==> config.mk <==
export PLATFORM = sky130hd
export DESIGN_NAME = eoc_status_monitor
export DESIGN_NICKNAME = d
export VERILOG_FILES = /design/src/rtl/eoc_status_monitor.sv
export SDC_FILE = /design/constraint.sdc
export NUM_CORES = 1
export LEC_CHECK = 0
export CAP_MARGIN = 10
export CORE_MARGIN = 8
export CORE_UTILIZATION = 51
export DETAILED_ROUTE_END_ITERATION = 6
export GPL_TIMING_DRIVEN = 0
export PLACE_DENSITY_LB_ADDON = 0.08
export REMOVE_ABC_BUFFERS = 1
export SLEW_MARGIN = 20
export SYNTH_ARGS = -nofsm -noshare
export SYNTH_HDL_FRONTEND = slang
export SYNTH_SLANG_ARGS = --single-unit
export TNS_END_PERCENT = 5
==> constraint.sdc <==
create_clock -name clk -period 3.7 [get_ports clk]
set_input_delay 0.74 -clock clk [delete_from_list [all_inputs] [get_ports clk]]
set_output_delay 0.74 -clock clk [all_outputs]
set_load 0.05 [all_outputs]
==> src/rtl/eoc_status_monitor.sv <==
// eoc_status_monitor
// Watches NUM_CH end-of-computation flags after a start pulse. It captures
// each participating channel's return code once, enforces an optional cycle
// watchdog, and reports an aggregated pass/fail/exit code for LEDs, a status
// register or a host mailbox.

module eoc_status_monitor #(
    parameter int NUM_CH      = 4,
    parameter int STATUS_W    = 32,
    parameter int CNT_W       = 32,
    parameter int SYNC_STAGES = 2
) (
    input  logic                         clk,
    input  logic                         rst_n,
    input  logic                         start_i,
    input  logic [NUM_CH-1:0]            ch_mask_i,
    input  logic [CNT_W-1:0]             timeout_i,
    input  logic [NUM_CH-1:0]            eoc_i,
    input  logic [NUM_CH*STATUS_W-1:0]   status_i,
    output logic                         busy_o,
    output logic                         done_o,
    output logic                         timeout_o,
    output logic                         pass_o,
    output logic [NUM_CH-1:0]            done_vec_o,
    output logic [NUM_CH-1:0]            fail_vec_o,
    output logic [STATUS_W-1:0]          exit_code_o,
    output logic [CNT_W-1:0]             cycles_o
);

    typedef enum logic [1:0] {
        ST_IDLE,
        ST_RUN,
        ST_DONE,
        ST_TIMEOUT
    } state_t;

    state_t                state_q;
    state_t                state_d;

    logic [NUM_CH-1:0]     eoc_s;
    logic [STATUS_W-1:0]   status_ch [NUM_CH];
    logic [STATUS_W-1:0]   cap_status_q [NUM_CH];

    logic [NUM_CH-1:0]     mask_q;
    logic [CNT_W-1:0]      timeout_q;
    logic [NUM_CH-1:0]     done_vec_q;
    logic [NUM_CH-1:0]     fail_vec_q;
    logic [CNT_W-1:0]      cycles_q;

    logic                  start_accept;
    logic [NUM_CH-1:0]     capture_vec;
    logic                  complete;
    logic                  wd_hit;
    logic [STATUS_W-1:0]   lowest_fail_code;

    // Flop chain on the EOC levels; depth zero samples the raw inputs directly.
    generate
        if (SYNC_STAGES == 0) begin : g_nosync
            assign eoc_s = eoc_i;
        end else begin : g_sync
            logic [NUM_CH-1:0] sync_q [SYNC_STAGES];

            // Shift the EOC levels through the synchronizer stages.
            always_ff @(posedge clk) begin
                if (!rst_n) begin
                    for (int i = 0; i < SYNC_STAGES; i++) begin
                        sync_q[i] <= '0;
                    end
                end else begin
                    sync_q[0] <= eoc_i;
                    for (int i = 1; i < SYNC_STAGES; i++) begin
                        sync_q[i] <= sync_q[i-1];
                    end
                end
            end

            assign eoc_s = sync_q[SYNC_STAGES-1];
        end
    endgenerate

    // Split the flat status bus into one word per channel.
    genvar gk;
    generate
        for (gk = 0; gk < NUM_CH; gk++) begin : g_status
            assign status_ch[gk] = status_i[gk*STATUS_W +: STATUS_W];
        end
    endgenerate

    // A start pulse only arms the monitor when it is not already running.
    assign start_accept = start_i && (state_q != ST_RUN);

    // Newly finished participating channels that have not been captured yet.
    assign capture_vec = mask_q & eoc_s & ~done_vec_q;

    // Every participating channel captured; masked-off channels count as done.
    assign complete = &(done_vec_q | ~mask_q);

    // Watchdog fires on the edge where the elapsed count reaches the limit.
    assign wd_hit = (timeout_q != '0) && (cycles_q == (timeout_q - CNT_W'(1)));

    // State register.
    always_ff @(posedge clk) begin
        if (!rst_n) begin
            state_q <= ST_IDLE;
        end else begin
            state_q <= state_d;
        end
    end

    // Next-state selection and state-decoded status flags; completion beats the watchdog.
    always_comb begin
        state_d   = state_q;
        busy_o    = 1'b0;
        done_o    = 1'b0;
        timeout_o = 1'b0;
        case (state_q)
            ST_IDLE, ST_DONE, ST_TIMEOUT: begin
                if (start_i) begin
                    state_d = ST_RUN;
                end
                done_o    = (state_q == ST_DONE);
                timeout_o = (state_q == ST_TIMEOUT);
            end
            ST_RUN: begin
                busy_o = 1'b1;
                if (complete) begin
                    state_d = ST_DONE;
                end else if (wd_hit) begin
                    state_d = ST_TIMEOUT;
                end
            end
            default: begin
                state_d = ST_IDLE;
            end
        endcase
    end

    // Run configuration, capture vectors, frozen return codes and the elapsed counter.
    always_ff @(posedge clk) begin
        if (!rst_n) begin
            mask_q     <= '0;
            timeout_q  <= '0;
            done_vec_q <= '0;
            fail_vec_q <= '0;
            cycles_q   <= '0;
            for (int k = 0; k < NUM_CH; k++) begin
                cap_status_q[k] <= '0;
            end
        end else if (start_accept) begin
            mask_q     <= ch_mask_i;
            timeout_q  <= timeout_i;
            done_vec_q <= '0;
            fail_vec_q <= '0;
            cycles_q   <= '0;
        end else if (state_q == ST_RUN) begin
            if (cycles_q != '1) begin
                cycles_q <= cycles_q + CNT_W'(1);
            end
            for (int k = 0; k < NUM_CH; k++) begin
                if (capture_vec[k]) begin
                    done_vec_q[k]   <= 1'b1;
                    fail_vec_q[k]   <= |status_ch[k];
                    cap_status_q[k] <= status_ch[k];
                end
            end
        end
    end

    // Return code of the lowest-index failing channel, zero when none failed.
    always_comb begin
        lowest_fail_code = '0;
        for (int k = NUM_CH - 1; k >= 0; k--) begin
            if (fail_vec_q[k]) begin
                lowest_fail_code = cap_status_q[k];
            end
        end
    end

    assign pass_o      = (state_q == ST_DONE) && (fail_vec_q == '0);
    assign exit_code_o = (state_q == ST_DONE) ? lowest_fail_code : '1;
    assign done_vec_o  = done_vec_q;
    assign fail_vec_o  = fail_vec_q;
    assign cycles_o    = cycles_q;

endmodule
# Yosys cells after proc, flatten, opt, wreduce, memory -nomap -nowiden
# Memory sizes are Yosys's and may differ from the RTL's.
# Index checks and enable logic that the tools add are counted.
dict set report classes {
  eq_ne 8
  n_addsub 2
  shifts 0
  reduce_logical 19
  n_bitwise 12
  n_div 0
  multipliers 0
  n_mux 40
  order_cmp 0
}
# op n
set op_table {}
lappend op_table {{32-bit 2-to-1 mux} 9}
lappend op_table {{32-bit OR reduction} 4}
lappend op_table {{32-bit by 1-bit adder with 32-bit output, second input constant} 1}
lappend op_table {{32-bit equality test} 1}
lappend op_table {{32-bit != test, second input constant} 1}
lappend op_table {{32-bit nonzero test} 1}
lappend op_table {{32-bit by 1-bit subtractor with 32-bit output, second input constant} 1}
lappend op_table {{1-bit 2-to-1 mux} 25}
lappend op_table {{2-bit AND reduction} 6}
lappend op_table {{4-bit AND} 2}
lappend op_table {{4-bit 2-to-1 mux} 2}
lappend op_table {{4-bit inverter} 2}
lappend op_table {{2-bit 2-to-1 mux} 3}
lappend op_table {{1-bit bitwise OR} 6}
lappend op_table {{2-bit equality test, second input constant} 2}
lappend op_table {{4-bit zero test} 1}
lappend op_table {{4-bit bitwise OR} 1}
lappend op_table {{2-bit case mux with 2 select lines} 1}
lappend op_table {{4-bit AND reduction} 1}
lappend op_table {{1-bit logical AND} 3}
lappend op_table {{3-bit != test, second input constant} 1}
lappend op_table {{3-bit OR reduction} 1}
lappend op_table {{2-bit by 1-bit equality test with 1-bit output, second input constant} 1}
lappend op_table {{2-bit zero test} 1}
lappend op_table {{other kinds (4)} 4}
dict set report totals {
  output_inout_bits 76
  ram_bits 136
  latchBits 0
  memories 2
  rom_bits 0
  regBits 78
}
# memory words width rd rd_clocked_by_memory_dff wr line_no
set memory_table {}
lappend memory_table {cap_status_q 4 32 4 0 4 42} ;# logic [STATUS_W-1:0] cap_status_q [NUM_CH];
lappend memory_table {g_sync.sync_q 2 4 2 0 2 61} ;# logic [NUM_CH-1:0] sync_q [SYNC_STAGES];

# Depth between registers and ports, before layout
dict set report logic_depth {
  depth_word 8
  ltp_mapped 9
  ltp_nobuf 9
}

# Worst setup path before layout
# No wires, ideal clock.
dict set report synth_path {
  path_kind {register -> output}
  start {reg fail_vec_q[3] (netlist: fail_vec_o[3])}
  end {out exit_code_o[1]}
  path_buffers 2
  t_required_ns 2.960
  path_stages_with_launch 8
  arrival_ns 2.303
  slack_ns 0.657
  path_cell_list {dfxtp_1 -> nor2b_1 -> clkbuf_1 -> clkbuf_1 -> a22oi_1 -> nor2_1 -> a21oi_1 -> o211ai_1}
}
dict set report synth_between {
  elab_chain_cells 5
}
# item line_no
set synth_lines {}
lappend synth_lines {{start, declared} 47} ;# logic [NUM_CH-1:0] fail_vec_q;
lappend synth_lines {{start signal, assigned by index} 162} ;# fail_vec_q[k] <= |status_ch[k];
lappend synth_lines {{32-bit 2-to-1 mux (4 in series)} 173} ;# if (fail_vec_q[k]) begin
lappend synth_lines {{32-bit 2-to-1 mux} 180} ;# assign exit_code_o = (state_q == ST_DONE) ? lowest_fail_code : '1;
lappend synth_lines {{end, declared} 26} ;# output logic [STATUS_W-1:0] exit_code_o,
# No other way between the ends.

# Worst setup path in the final report
dict set report layout_path {
  start {reg fail_vec_q[2] (netlist: fail_vec_o[2])}
  end {out exit_code_o[11]}
}
dict set report layout_between {
  elab_chain_cells 4
}
# item line_no
set layout_lines {}
lappend layout_lines {{32-bit 2-to-1 mux (3 in series)} 173}
lappend layout_lines {{32-bit 2-to-1 mux} 180}
# No other way between the ends.

==> run summary <==
clk root buf: clkbuf_16
final slew viol count: 0
worst r2r src: cycles_o[3]
max cap viols: 0
Crit Path Category: register to primary output
vias post-DR: 9195
post-synthesis cell count: 1083
status: finished clean
Worst Tran Pin Value: 0.998 ns
Unique masters post-synth: 65
post-synthesis area per instance: 9.81 um2
DRC: 0
Static Leak: 5.30 nW
Yosys top cell by area: edfxtp_1
Hold Path Class: register to register
simple-gate portion of the synthesized area: 26.4%
WL/cell: 20.9 um
clock sinks: 214
Cells after DPL: 1524
vias per cell: 5.86
sequential share of the synthesized area: 52.4%
Slew Limit Headroom: 33.0%
Die ar.: 25700 um2
number of cells on the worst hold path: 1
routability cong.: 0.914
number of setup violations in the final report: 0
share of cells above drive strength 1: 6.25%
compound-cell area share of the yosys netlist: 11.6%
Synth Flop Type: edfxtp_1
RSZ-0062 raised after global routing: false
Antenna Nets Post-Route: 0
#FFs+latches synth: 214
TritonCTS buffer count: 23
FF-to-FF setup slack: 0.55 ns
Final Cell Area: 14200 um2
num ports: 247
Initial Util: 52.2%
final cell utilization of the core: 69.6%
r2r worst-path depth: 7
Area contributors post-synth: edfxtp_1 (36%), dfxtp_1 (16%), and3_1 (8.0%), nand2_1 (4.4%), xnor2_1 (3.7%)
die width: 160 um
XOR/XNOR Fraction of Synth Area: 5.36%
GR Overflow Total: 0
critical path launch point type: register
largest family of logic cells by synthesized area: simple AND/OR/NAND/NOR gates
first-pass GRT wire length: 50.4 mm
Synth Cell Area: 10600 um2
largest net degree at the start of global routing: 133
final hold vios: 0
Ys Warns: 0
minimum clock period: 3.40 ns
asr flop ratio synth: 0%
FMAX: 0.294 GHz
Worst Skew: 0.0129 ns
area share of the largest cell type after synthesis: 36.2%
hold_sp: g_sync.sync_q[0][2]
Rows: 52
final net count: 1454
crit-path max FO: 37
Post-synth EDFFs: 128
Post-Route WL: 32.8 mm
cell with the most instances after synthesis: and3_1
Max rail drop VDD: 290 uV
CTS Buffer Depth: 3
most common library cells after synthesis: and3_1 (136), edfxtp_1 (128), nand2_1 (125)
area added between synthesis and finish: 33.4%
multiplexer share of the synthesized area: 0.495%
synthesized-area fraction occupied by adder cells: 0.353%
initial antenna violation count: 0
reg-to-reg endpoint: cycles_o[14]
input/output buffers: 246
Worst Path Arrival: 2.66 ns
Post-Place Cell Area: 13300 um2
Clock Latency Late Sink: 0.52 ns
vias in the first global route: 9180
TritonCTS clock tree: done
final std cells w/o fill: 1568
Period Utilization, post-route: 91.9%
crit path capture type: primary output
pwr dens: 401 nW/um2
GRT Util Overall: 24.6%
Hold Path End: g_sync.sync_q[0][6]
Data required, critical path: 2.96 ns
H-tree depth: 1
clk slew on worst S/H paths: 0.06 ns
die span in y: 160 um
total core area: 20400 um2
post-DP HPWL: 23.7 mm
TritonRoute pass-1 iters: 5
initial DRC count: 743
==> metal layers <==
layer  routed length [um]  up-vias  share of wire, %  track usage [%]
met1                13600     4437                42             30.7
met2                15700      344                48             41.2
met4                 1020        0               3.1             9.47
li1                     -     4357                 -                -
met3                 2430       57               7.4             5.09
met5                    0        -                 0                0
==> worst max-delay path by stage <==
stage                  start         endpoint  slack, ns
6_report       fail_vec_o[2]  exit_code_o[11]       0.30
5_1_grt        fail_vec_o[2]  exit_code_o[11]       0.13
4_1_cts        fail_vec_o[2]  exit_code_o[21]       0.01
3_5_place_dp   fail_vec_o[2]  exit_code_o[11]       0.14
3_3_place_gp           rst_n    fail_vec_o[3]      -4.34
2_1_floorplan     state_q[1]           pass_o      -0.32
==> metrics by stage <==
stage                     hold slack [ns]  power [mW]  setup slack [ns]  setup TNS [ns]
final                               0.432        5.69             0.298               0
after global routing                0.453        5.88             0.133               0
after CTS                           0.439        5.72            0.0109               0
after detailed placement            0.425        3.52             0.143               0
after global placement              0.419        3.50             -4.34        -1020.77
after floorplan                     0.412        3.10            -0.321           -8.02
==> area by class of cell <==
| class | count | area [um2] |
|---|---|---|
| fillers | 1601 | 6200 |
| flip-flops and latches | 214 | 5570 |
| multi-input cells | 777 | 4750 |
| repair buffers | 255 | 2750 |
| clock buffers | 31 | 629 |
| well taps | 270 | 338 |
| clock inverters | 11 | 92.6 |
| inverters | 9 | 33.8 |
| diodes | 1 | 2.50 |
==> worst max-delay path, cell delays in order, from the launching register on <==
cell and delay, ns:
dfxtp_4 0.49, nor2b_4 0.43, a22oi_1 0.19, nor2_1 0.12, a21oi_1 0.05, o211ai_1 0.27, dlygate4sd2_1 0.57
==> registers in the layout, summed over array words and instances (netlist names) <==
name / cells
cap_status_q: 128
cycles_o: 32
g_sync.sync_q: 8
mask_q: 4
done_vec_o: 4
state_q: 2
fail_vec_o: 4
timeout_q: 32
==> cells in the final DEF (no fill, tap or decap), drive strengths merged, types with 36 or more instances in the layout <==
cell type	instances
a21boi	36
a21oi	46
and3	137
clkdlybuf4s50	213
dfxtp	86
edfxtp	128
nand2	126
nor2	90
nor4	45
xnor2	45
==> power by group <==
part	switching (mW)	internal [mW]	total (mW)
clock network	0.942	1.27	2.21
registers	0.0629	2.60	2.66
logic	0.443	0.366	0.809
==> cells by family after synthesis <==
logic type	Yosys count
AO/OA/AOI/OAI	181
buffers and inverters	93
flip-flops	214
multiplexers	5
adder cells (fa/ha/maj)	3
AND/OR/NAND/NOR	522
XOR/XNOR	65
==> timing repair <==
item / CTS / global route
setup endpoints to repair: 32 / 31
hold buffers: 0 / 0
resized for setup: 3 / 31
cloned: 1 / 0
setup buffers: 0 / 0
pin swaps: 0 / 0
No activity file was read; power rests on OpenSTA's default activity.
